### src/rtl/filter_pkg.sv
// Shared constants for the half-band filter chain
// and its decimating requantiser output stage.
package filter_pkg;

    localparam int OUTPUT_SAMPLE_DATA_WIDTH = 20;
    localparam int MAX_NOF_SAMPLES          = 4096;

    localparam int DEC_FACTOR     = 2;
    localparam int REQ_OUT_WIDTH  = 12;
    localparam int REQ_SHIFT      = 8;
    localparam int OUT_FIFO_DEPTH = 8;

endpackage

### src/rtl/hbf_dec_requant_if.sv
// Valid/ready sample stream from the requantiser
// to its consumer.
interface hbf_dec_requant_if #(
    parameter int W = 12
) ();

    logic         valid;
    logic         ready;
    logic [W-1:0] data;

    modport master (
        output valid,
        output data,
        input  ready
    );

    modport slave (
        input  valid,
        input  data,
        output ready
    );

endinterface

### src/rtl/sync_fifo.sv
// Synchronous FIFO with a registered head word;
// accepts a write when full if a read happens too.
module sync_fifo #(
    parameter int WIDTH = 12,
    parameter int DEPTH = 8
) (
    input  logic             clk,
    input  logic             rst_n,
    input  logic             clr,
    input  logic             wr_en,
    input  logic [WIDTH-1:0] din,
    input  logic             rd_en,
    output logic [WIDTH-1:0] dout,
    output logic             full,
    output logic             empty
);

    localparam int AW = $clog2(DEPTH);
    localparam logic [AW:0] CNT_FULL = (AW+1)'(DEPTH);
    localparam logic [AW:0] CNT_ONE  = (AW+1)'(1);

    logic [WIDTH-1:0] mem_q [DEPTH];
    logic [AW-1:0]    wptr_q, wptr_d;
    logic [AW-1:0]    rptr_q, rptr_d;
    logic [AW-1:0]    rnext;
    logic [AW:0]      cnt_q, cnt_d;
    logic [WIDTH-1:0] dout_q, dout_d;
    logic             do_wr, do_rd;

    assign full  = (cnt_q == CNT_FULL);
    assign empty = (cnt_q == '0);
    assign dout  = dout_q;
    assign do_rd = rd_en & ~empty;
    assign do_wr = wr_en & (~full | do_rd);
    assign rnext = rptr_q + AW'(1);

    // Pointer/count update and next head word selection.
    always_comb begin
        wptr_d = wptr_q;
        rptr_d = rptr_q;
        cnt_d  = cnt_q;
        dout_d = dout_q;
        if (do_wr) wptr_d = wptr_q + AW'(1);
        if (do_rd) rptr_d = rnext;
        unique case ({do_wr, do_rd})
            2'b10:   cnt_d = cnt_q + CNT_ONE;
            2'b01:   cnt_d = cnt_q - CNT_ONE;
            default: cnt_d = cnt_q;
        endcase
        // An incoming word becomes the head when the FIFO
        // is (or is about to become) empty.
        if (do_wr && (empty || (cnt_q == CNT_ONE && do_rd))) begin
            dout_d = din;
        end else if (do_rd && cnt_q > CNT_ONE) begin
            dout_d = mem_q[rnext];
        end
        if (clr) begin
            wptr_d = '0;
            rptr_d = '0;
            cnt_d  = '0;
            dout_d = '0;
        end
    end

    // Control state registers.
    always_ff @(posedge clk or negedge rst_n) begin
        if (!rst_n) begin
            wptr_q <= '0;
            rptr_q <= '0;
            cnt_q  <= '0;
            dout_q <= '0;
        end else begin
            wptr_q <= wptr_d;
            rptr_q <= rptr_d;
            cnt_q  <= cnt_d;
            dout_q <= dout_d;
        end
    end

    // Storage array, no reset needed.
    always_ff @(posedge clk) begin
        if (do_wr) mem_q[wptr_q] <= din;
    end

endmodule

### src/rtl/hbf_dec_requant.sv
// Decimate-by-2, round/saturate and buffer the
// half-band filter output stream.
module hbf_dec_requant
    import filter_pkg::*;
#(
    parameter int IN_W        = OUTPUT_SAMPLE_DATA_WIDTH,
    parameter int OUT_W       = REQ_OUT_WIDTH,
    parameter int SHIFT       = REQ_SHIFT,
    parameter int FIFO_DEPTH  = OUT_FIFO_DEPTH,
    parameter int NOF_SAMPLES = MAX_NOF_SAMPLES
) (
    input  logic            clk,
    input  logic            rst_n,
    input  logic            clr,
    input  logic            phase_i,
    input  logic            in_valid,
    input  logic [IN_W-1:0] in_data,
    hbf_dec_requant_if.master out_if,
    output logic            sat_flag,
    output logic            ovf_flag,
    output logic            frame_done
);

    localparam int SUM_W   = IN_W + 1;
    localparam int Q_W     = SUM_W - SHIFT;
    localparam int OUT_FRM = NOF_SAMPLES / DEC_FACTOR;
    localparam int CNT_W   = $clog2(OUT_FRM);

    localparam logic signed [SUM_W-1:0] RND =
        SUM_W'(2 ** (SHIFT - 1));
    localparam logic signed [Q_W-1:0] Q_MAX =
        Q_W'(2 ** (OUT_W - 1) - 1);
    localparam logic signed [Q_W-1:0] Q_MIN =
        Q_W'(-(2 ** (OUT_W - 1)));
    localparam logic [CNT_W-1:0] CNT_LAST =
        CNT_W'(OUT_FRM - 1);

    logic                    par_q, par_d;
    logic                    s1_valid_q, s1_valid_d;
    logic [OUT_W-1:0]        s1_data_q, s1_data_d;
    logic                    sat_q, sat_d;
    logic                    ovf_q, ovf_d;
    logic [CNT_W-1:0]        cnt_q, cnt_d;
    logic                    fd_q, fd_d;

    logic signed [SUM_W-1:0] sum;
    logic signed [Q_W-1:0]   q;
    logic [OUT_W-1:0]        q_sat;
    logic                    sat;
    logic                    keep;
    logic                    rd;
    logic                    full;
    logic                    empty;
    logic [OUT_W-1:0]        head;

    assign keep = in_valid & (par_q == phase_i);
    assign rd   = out_if.valid & out_if.ready;

    assign out_if.valid = ~empty;
    assign out_if.data  = head;
    assign sat_flag     = sat_q;
    assign ovf_flag     = ovf_q;
    assign frame_done   = fd_q;

    // Round half-up, drop SHIFT LSBs, clamp to OUT_W.
    always_comb begin
        sum   = $signed({in_data[IN_W-1], in_data}) + RND;
        q     = Q_W'(sum >>> SHIFT);
        sat   = 1'b0;
        q_sat = q[OUT_W-1:0];
        if (q > Q_MAX) begin
            q_sat = Q_MAX[OUT_W-1:0];
            sat   = 1'b1;
        end else if (q < Q_MIN) begin
            q_sat = Q_MIN[OUT_W-1:0];
            sat   = 1'b1;
        end
    end

    // Next state: parity, stage S1, flags, frame counter.
    always_comb begin
        par_d      = par_q;
        s1_valid_d = keep;
        s1_data_d  = q_sat;
        sat_d      = sat_q;
        ovf_d      = ovf_q;
        cnt_d      = cnt_q;
        fd_d       = 1'b0;
        if (in_valid) par_d = ~par_q;
        if (keep && sat) sat_d = 1'b1;
        if (s1_valid_q && full && !rd) ovf_d = 1'b1;
        if (rd) begin
            if (cnt_q == CNT_LAST) begin
                cnt_d = '0;
                fd_d  = 1'b1;
            end else begin
                cnt_d = cnt_q + CNT_W'(1);
            end
        end
        if (clr) begin
            par_d      = 1'b0;
            s1_valid_d = 1'b0;
            sat_d      = 1'b0;
            ovf_d      = 1'b0;
            cnt_d      = '0;
            fd_d       = 1'b0;
        end
    end

    // State registers.
    always_ff @(posedge clk or negedge rst_n) begin
        if (!rst_n) begin
            par_q      <= 1'b0;
            s1_valid_q <= 1'b0;
            s1_data_q  <= '0;
            sat_q      <= 1'b0;
            ovf_q      <= 1'b0;
            cnt_q      <= '0;
            fd_q       <= 1'b0;
        end else begin
            par_q      <= par_d;
            s1_valid_q <= s1_valid_d;
            s1_data_q  <= s1_data_d;
            sat_q      <= sat_d;
            ovf_q      <= ovf_d;
            cnt_q      <= cnt_d;
            fd_q       <= fd_d;
        end
    end

    sync_fifo #(
        .WIDTH (OUT_W),
        .DEPTH (FIFO_DEPTH)
    ) u_fifo (
        .clk   (clk),
        .rst_n (rst_n),
        .clr   (clr),
        .wr_en (s1_valid_q),
        .din   (s1_data_q),
        .rd_en (rd),
        .dout  (head),
        .full  (full),
        .empty (empty)
    );

endmodule

### src/flat_wrapper.sv
// flat-port wrapper written by rule: the top's interface ports become plain ports
module hbf_dec_requant_flat import filter_pkg::*;
#(
    parameter int IN_W        = OUTPUT_SAMPLE_DATA_WIDTH,
    parameter int OUT_W       = REQ_OUT_WIDTH,
    parameter int SHIFT       = REQ_SHIFT,
    parameter int FIFO_DEPTH  = OUT_FIFO_DEPTH,
    parameter int NOF_SAMPLES = MAX_NOF_SAMPLES
)
  (clk, rst_n, clr, phase_i, in_valid, in_data, sat_flag, ovf_flag, frame_done, out_if_valid, out_if_data, out_if_ready);
  hbf_dec_requant_if #(.W(12)) out_if_i ();
  input  logic clk;
  input  logic rst_n;
  input  logic clr;
  input  logic phase_i;
  input  logic in_valid;
  input  logic [IN_W-1:0] in_data;
  output logic sat_flag;
  output logic ovf_flag;
  output logic frame_done;
  output wire logic [$bits(out_if_i.valid)-1:0] out_if_valid;
  output wire logic [$bits(out_if_i.data)-1:0] out_if_data;
  input wire logic [$bits(out_if_i.ready)-1:0] out_if_ready;
  assign out_if_valid = out_if_i.valid;
  assign out_if_data = out_if_i.data;
  assign out_if_i.ready = out_if_ready;
  hbf_dec_requant #(.IN_W(IN_W), .OUT_W(OUT_W), .SHIFT(SHIFT), .FIFO_DEPTH(FIFO_DEPTH), .NOF_SAMPLES(NOF_SAMPLES)) u_core (.clk(clk), .rst_n(rst_n), .clr(clr), .phase_i(phase_i), .in_valid(in_valid), .in_data(in_data), .out_if(out_if_i), .sat_flag(sat_flag), .ovf_flag(ovf_flag), .frame_done(frame_done));
endmodule
### config.mk
export PLATFORM = sky130hd
export DESIGN_NAME = hbf_dec_requant_flat
export DESIGN_NICKNAME = d
export VERILOG_FILES = /design/src/rtl/filter_pkg.sv /design/src/rtl/hbf_dec_requant_if.sv /design/src/rtl/sync_fifo.sv /design/src/rtl/hbf_dec_requant.sv /design/src/flat_wrapper.sv
export SDC_FILE = /design/constraint.sdc
export NUM_CORES = 1
export LEC_CHECK = 0
export BUFFER_PORTS_ARGS = -buffer_cell sky130_fd_sc_hd__buf_2
export CAP_MARGIN = 20
export CORE_AREA = 8 8 121 123
export CTS_CLUSTER_SIZE = 24
export DETAILED_ROUTE_END_ITERATION = 8
export DIE_AREA = 0 0 129 131
export GPL_ROUTABILITY_DRIVEN = 0
export PLACE_DENSITY_LB_ADDON = 0.25
export SETUP_SLACK_MARGIN = 0.15
export SLEW_MARGIN = 10
export SYNTH_ARGS = -nofsm -noshare
export SYNTH_HDL_FRONTEND = slang
export SYNTH_SLANG_ARGS = --single-unit
### constraint.sdc
create_clock -name clk -period 3 [get_ports clk]
set_clock_uncertainty 0.05 [all_clocks]
set_input_delay 0.6 -clock clk [delete_from_list [all_inputs] [get_ports clk]]
set_output_delay 0.6 -clock clk [all_outputs]
set_load 0.02 [all_outputs]
==> summary.txt <==
Clocking
  • CTS sink count: 146
  • CTS tree: built
  • Insertion delay of the later-clocked pin in the worst-skew pair: 0.41 ns
  • Register clock-pin slew on the reported worst setup and hold paths: 0.06 ns
  • Clock buffer depth: 2
  • CTS root buffer: sky130_fd_sc_hd__clkbuf_16
  • CTS-repair resized insts: 0
  • # Post-CTS Setup Buffers: 0
  • Cts bufs inserted: 17
  • H-Tree Depth: 4
  • Number of buffers added to fix hold violations after cts: 0

Die
  • Die width: 129 um
  • Die extent in y: 131 um
  • Io pins: 42
  • Area of the core: 12870 um^2
  • Starting density of the core: 0.4826
  • Area enclosed by the die boundary: 16900 um^2
  • Cell row count: 42

Global route
  • GRT Resource Usage Total: 0.1629
  • Pin count of the biggest net entering global routing: 28
  • Via count of the first global-routing pass: 3808
  • Number of antenna violations at the first check in global routing: 0
  • Global-route wire length before repair: 20380 um
  • Gr ovfl total: 0

Synth
  • Cell count after synthesis: 425
  • Seq/Total Area, Yosys: 0.6653
  • Commonest register cell after synthesis: sky130_fd_sc_hd__edfxtp_1
  • Total number of yosys warnings: 0
  • Async set-or-reset flop fraction in the synthesized netlist: 0.3425
  • Number of flops mapped to enable cells by yosys: 96
  • Number of register bits inferred by synthesis: 146
  • Mapped cell area: 6213 um^2
  • Mean instance size in the synthesized netlist: 14.62 um^2
  • Net count after synthesis: 458
  • Synth cell types: 56

Detailed routing
  • Number of DRC violations after detailed routing: 0
  • Overall routed net length: 12570 um
  • Residual antenna-violating net count after detailed routing: 0
  • Vias per inst: 5.480
  • Drt pass-1 iters: 4
  • Average wire per cell in the routed design: 18.90 um
  • Total number of vias: 3644
  • First-iteration detailed-routing DRC count: 250

Timing
  • Share of the clock period used by the worst path: 0.8462
  • Count of endpoints failing hold in the final timing report: 0
  • Worst slew slack as a fraction of its limit: 0.5080
  • Actual transition at the worst max-transition pin: 0.7277 ns
  • Setup violators final: 0
  • Number of max-slew violations in the final report: 0
  • Setup repair after global routing missed its margin: no
  • Final critical-path required period: 2.539 ns
  • Setup Total Neg Slack: 0 ns
  • Achievable Freq: 393.9 MHz

Run status
  • Outcome: complete, no violations

Run
  • Max capacitance violation total: 0

Placed design
  • Final HPWL from detailed placement: 8063 um
  • I/O Buffers: 34

Worst setup path
  • Peak fanout along the critical path: 9
  • Critical Path Source Type: flop
  • Critical Setup Path Class: reg2out
  • Required time reported for the critical path endpoint: 2.35 ns
  • Critical path endpoint category: primary output
  • Worst Reg-to-Reg Cells: 7
  • Arrival time worst endpoint: 1.89 ns

Power and ir drop
  • IR drop worst, VDD: 0.5309 mV
  • Share of total power consumed by net switching: 0.2940
  • Sequential power share: 0.429
  • Clock network fraction of design power: 0.348
  • Total net switching power: 0.001665 W
  • Cell area power density: 784.4 nW/um^2
  • Leakage power total: 2.718 nW
  • Combinational power share: 0.223
  • Internal power: 0.003998 W

Finish
  • Utilization after layout: 0.5608
  • Synthesis-to-layout area growth: 16.21%
  • Count of antenna diodes in the layout: 0
  • Fraction of layout cells with a size suffix above 1: 0.2393
  • Number of nets in the finished design: 509
  • Leading cell type in the layout, fill and taps excluded: sky130_fd_sc_hd__edfxtp_1
  • Commonest non-fill, non-tap cells in the layout: sky130_fd_sc_hd__edfxtp_1 (96), sky130_fd_sc_hd__dfrtp_1 (50), sky130_fd_sc_hd__buf_2 (34)

Worst hold path
  • Classification of the worst-slack hold path: in2async
registers in the layout (all words and copies together) (netlist names), 3 cells and up:
signal,flops
u_core.u_fifo.cnt_q,4
u_core.u_fifo.rptr_q,3
u_core.u_fifo.mem_q,96
u_core.u_fifo.dout,12
u_core.cnt_q,11
u_core.u_fifo.wptr_q,3
u_core.s1_data_q,12
metal layers:
layer  track usage  routed length (um)  vias up
met5             0                   0        -
met4       0.05805                 136        0
met3       0.03369                 531        9
met2        0.2716                6174       74
met1        0.2077                5729     1839
li1              -                   -     1722
power by group through the flow:
| stage | sequential (W) | combinational (W) | clock (W) |
|---|---|---|---|
| detailed placement | 0.00247 | 0.00128 | 0 |
| finish | 0.00243 | 0.00126 | 0.00197 |
| global placement | 0.00246 | 0.00126 | 0 |
| floorplan | 0.00252 | 0.000846 | 0 |
| global route | 0.00246 | 0.00139 | 0.00209 |
| CTS | 0.00243 | 0.00128 | 0.00201 |
logic make-up after synthesis:
logic type | after synthesis | share of synthesized area
and+or+nand+nor | 114 | 0.09605
adders and majority gates | 7 | 0.01410
DFF | 146 | 0.6653
buffers and inverters | 50 | 0.03343
AOI/OAI and AO/OA | 62 | 0.07209
muxes | 27 | 0.09223
xor gates and xnor gates | 19 | 0.02678
final timing paths:
path / slack (ns) / start / end
worst max register to register: 0.69 / u_core.u_fifo.cnt_q[0]$_DFFE_PN0P_ / u_core.u_fifo.mem_q[0][7]$_DFFE_PP_
min in group clk: 0.40 / in_data[17] / u_core.s1_data_q[9]$_DFF_PN0_
worst min register to register: 0.47 / u_core.ovf_flag$_DFFE_PN0P_ / u_core.ovf_flag$_DFFE_PN0P_
worst min-delay path: 0.14 / rst_n / u_core.u_fifo.dout[8]$_DFFE_PN0P_
max in group asynchronous: 2.18 / rst_n / u_core.s1_data_q[5]$_DFF_PN0_
worst max-delay path: 0.46 / u_core.u_fifo.cnt_q[0]$_DFFE_PN0P_ / out_if_valid
layout make-up:
class,count,area [um^2]
clock buffer,17,425.4
timing repair buffer,50,306.5
fill,1048,5654
sequential,146,4134
clock inverter,15,132.6
multi-input combinational,229,1882
tap,176,220.2
inverter,32,120.1
Yosys cell counts (4+ instances only):
cell type / count / area (um^2)
sky130_fd_sc_hd__nor2_1: 30 / 112.6
sky130_fd_sc_hd__nor3_1: 9 / 45.04
sky130_fd_sc_hd__nand3_1: 11 / 55.05
sky130_fd_sc_hd__inv_1: 32 / 120.1
sky130_fd_sc_hd__xor2_1: 8 / 70.07
sky130_fd_sc_hd__a21oi_1: 11 / 55.05
sky130_fd_sc_hd__o22ai_1: 12 / 75.07
sky130_fd_sc_hd__nand4_1: 9 / 56.30
sky130_fd_sc_hd__edfxtp_1: 96 / 2883
sky130_fd_sc_hd__a221o_1: 12 / 120.1
sky130_fd_sc_hd__dfrtp_1: 50 / 1251
sky130_fd_sc_hd__buf_2: 6 / 30.03
sky130_fd_sc_hd__clkbuf_1: 8 / 30.03
sky130_fd_sc_hd__nor2b_1: 4 / 25.02
sky130_fd_sc_hd__xnor2_1: 11 / 96.34
sky130_fd_sc_hd__ha_1: 7 / 87.58
sky130_fd_sc_hd__nand2_1: 23 / 86.33
sky130_fd_sc_hd__nand2b_1: 4 / 25.02
sky130_fd_sc_hd__mux4_2: 24 / 540.5
sky130_fd_sc_hd__o21ai_0: 9 / 45.04
through the flow:
step / hold slack [ns] / cell area [um^2] / setup slack (ns) / total power (W) / cells
4_1_cts: 0.1514 / 7221 / 0.4465 / 0.005725 / 665
5_1_grt: 0.1888 / 7221 / 0.3549 / 0.005934 / 665
3_5_place_dp: 0.4490 / 6663 / 0.6629 / 0.003753 / 633
3_3_place_gp: 0.4345 / 6651 / 0.5278 / 0.003724 / 632
2_1_floorplan: 0.2544 / 6213 / 0.2543 / 0.003370 / 425
6_report: 0.1365 / 7221 / 0.4615 / 0.005664 / 665
critical path, cell delays in order (launching register included):
cell	delay, ns
sky130_fd_sc_hd__dfrtp_1	0.44
sky130_fd_sc_hd__inv_1	0.09
sky130_fd_sc_hd__ha_1	0.30
sky130_fd_sc_hd__or3b_1	0.45
sky130_fd_sc_hd__buf_2	0.19
Power figures use the tool's default switching activity.
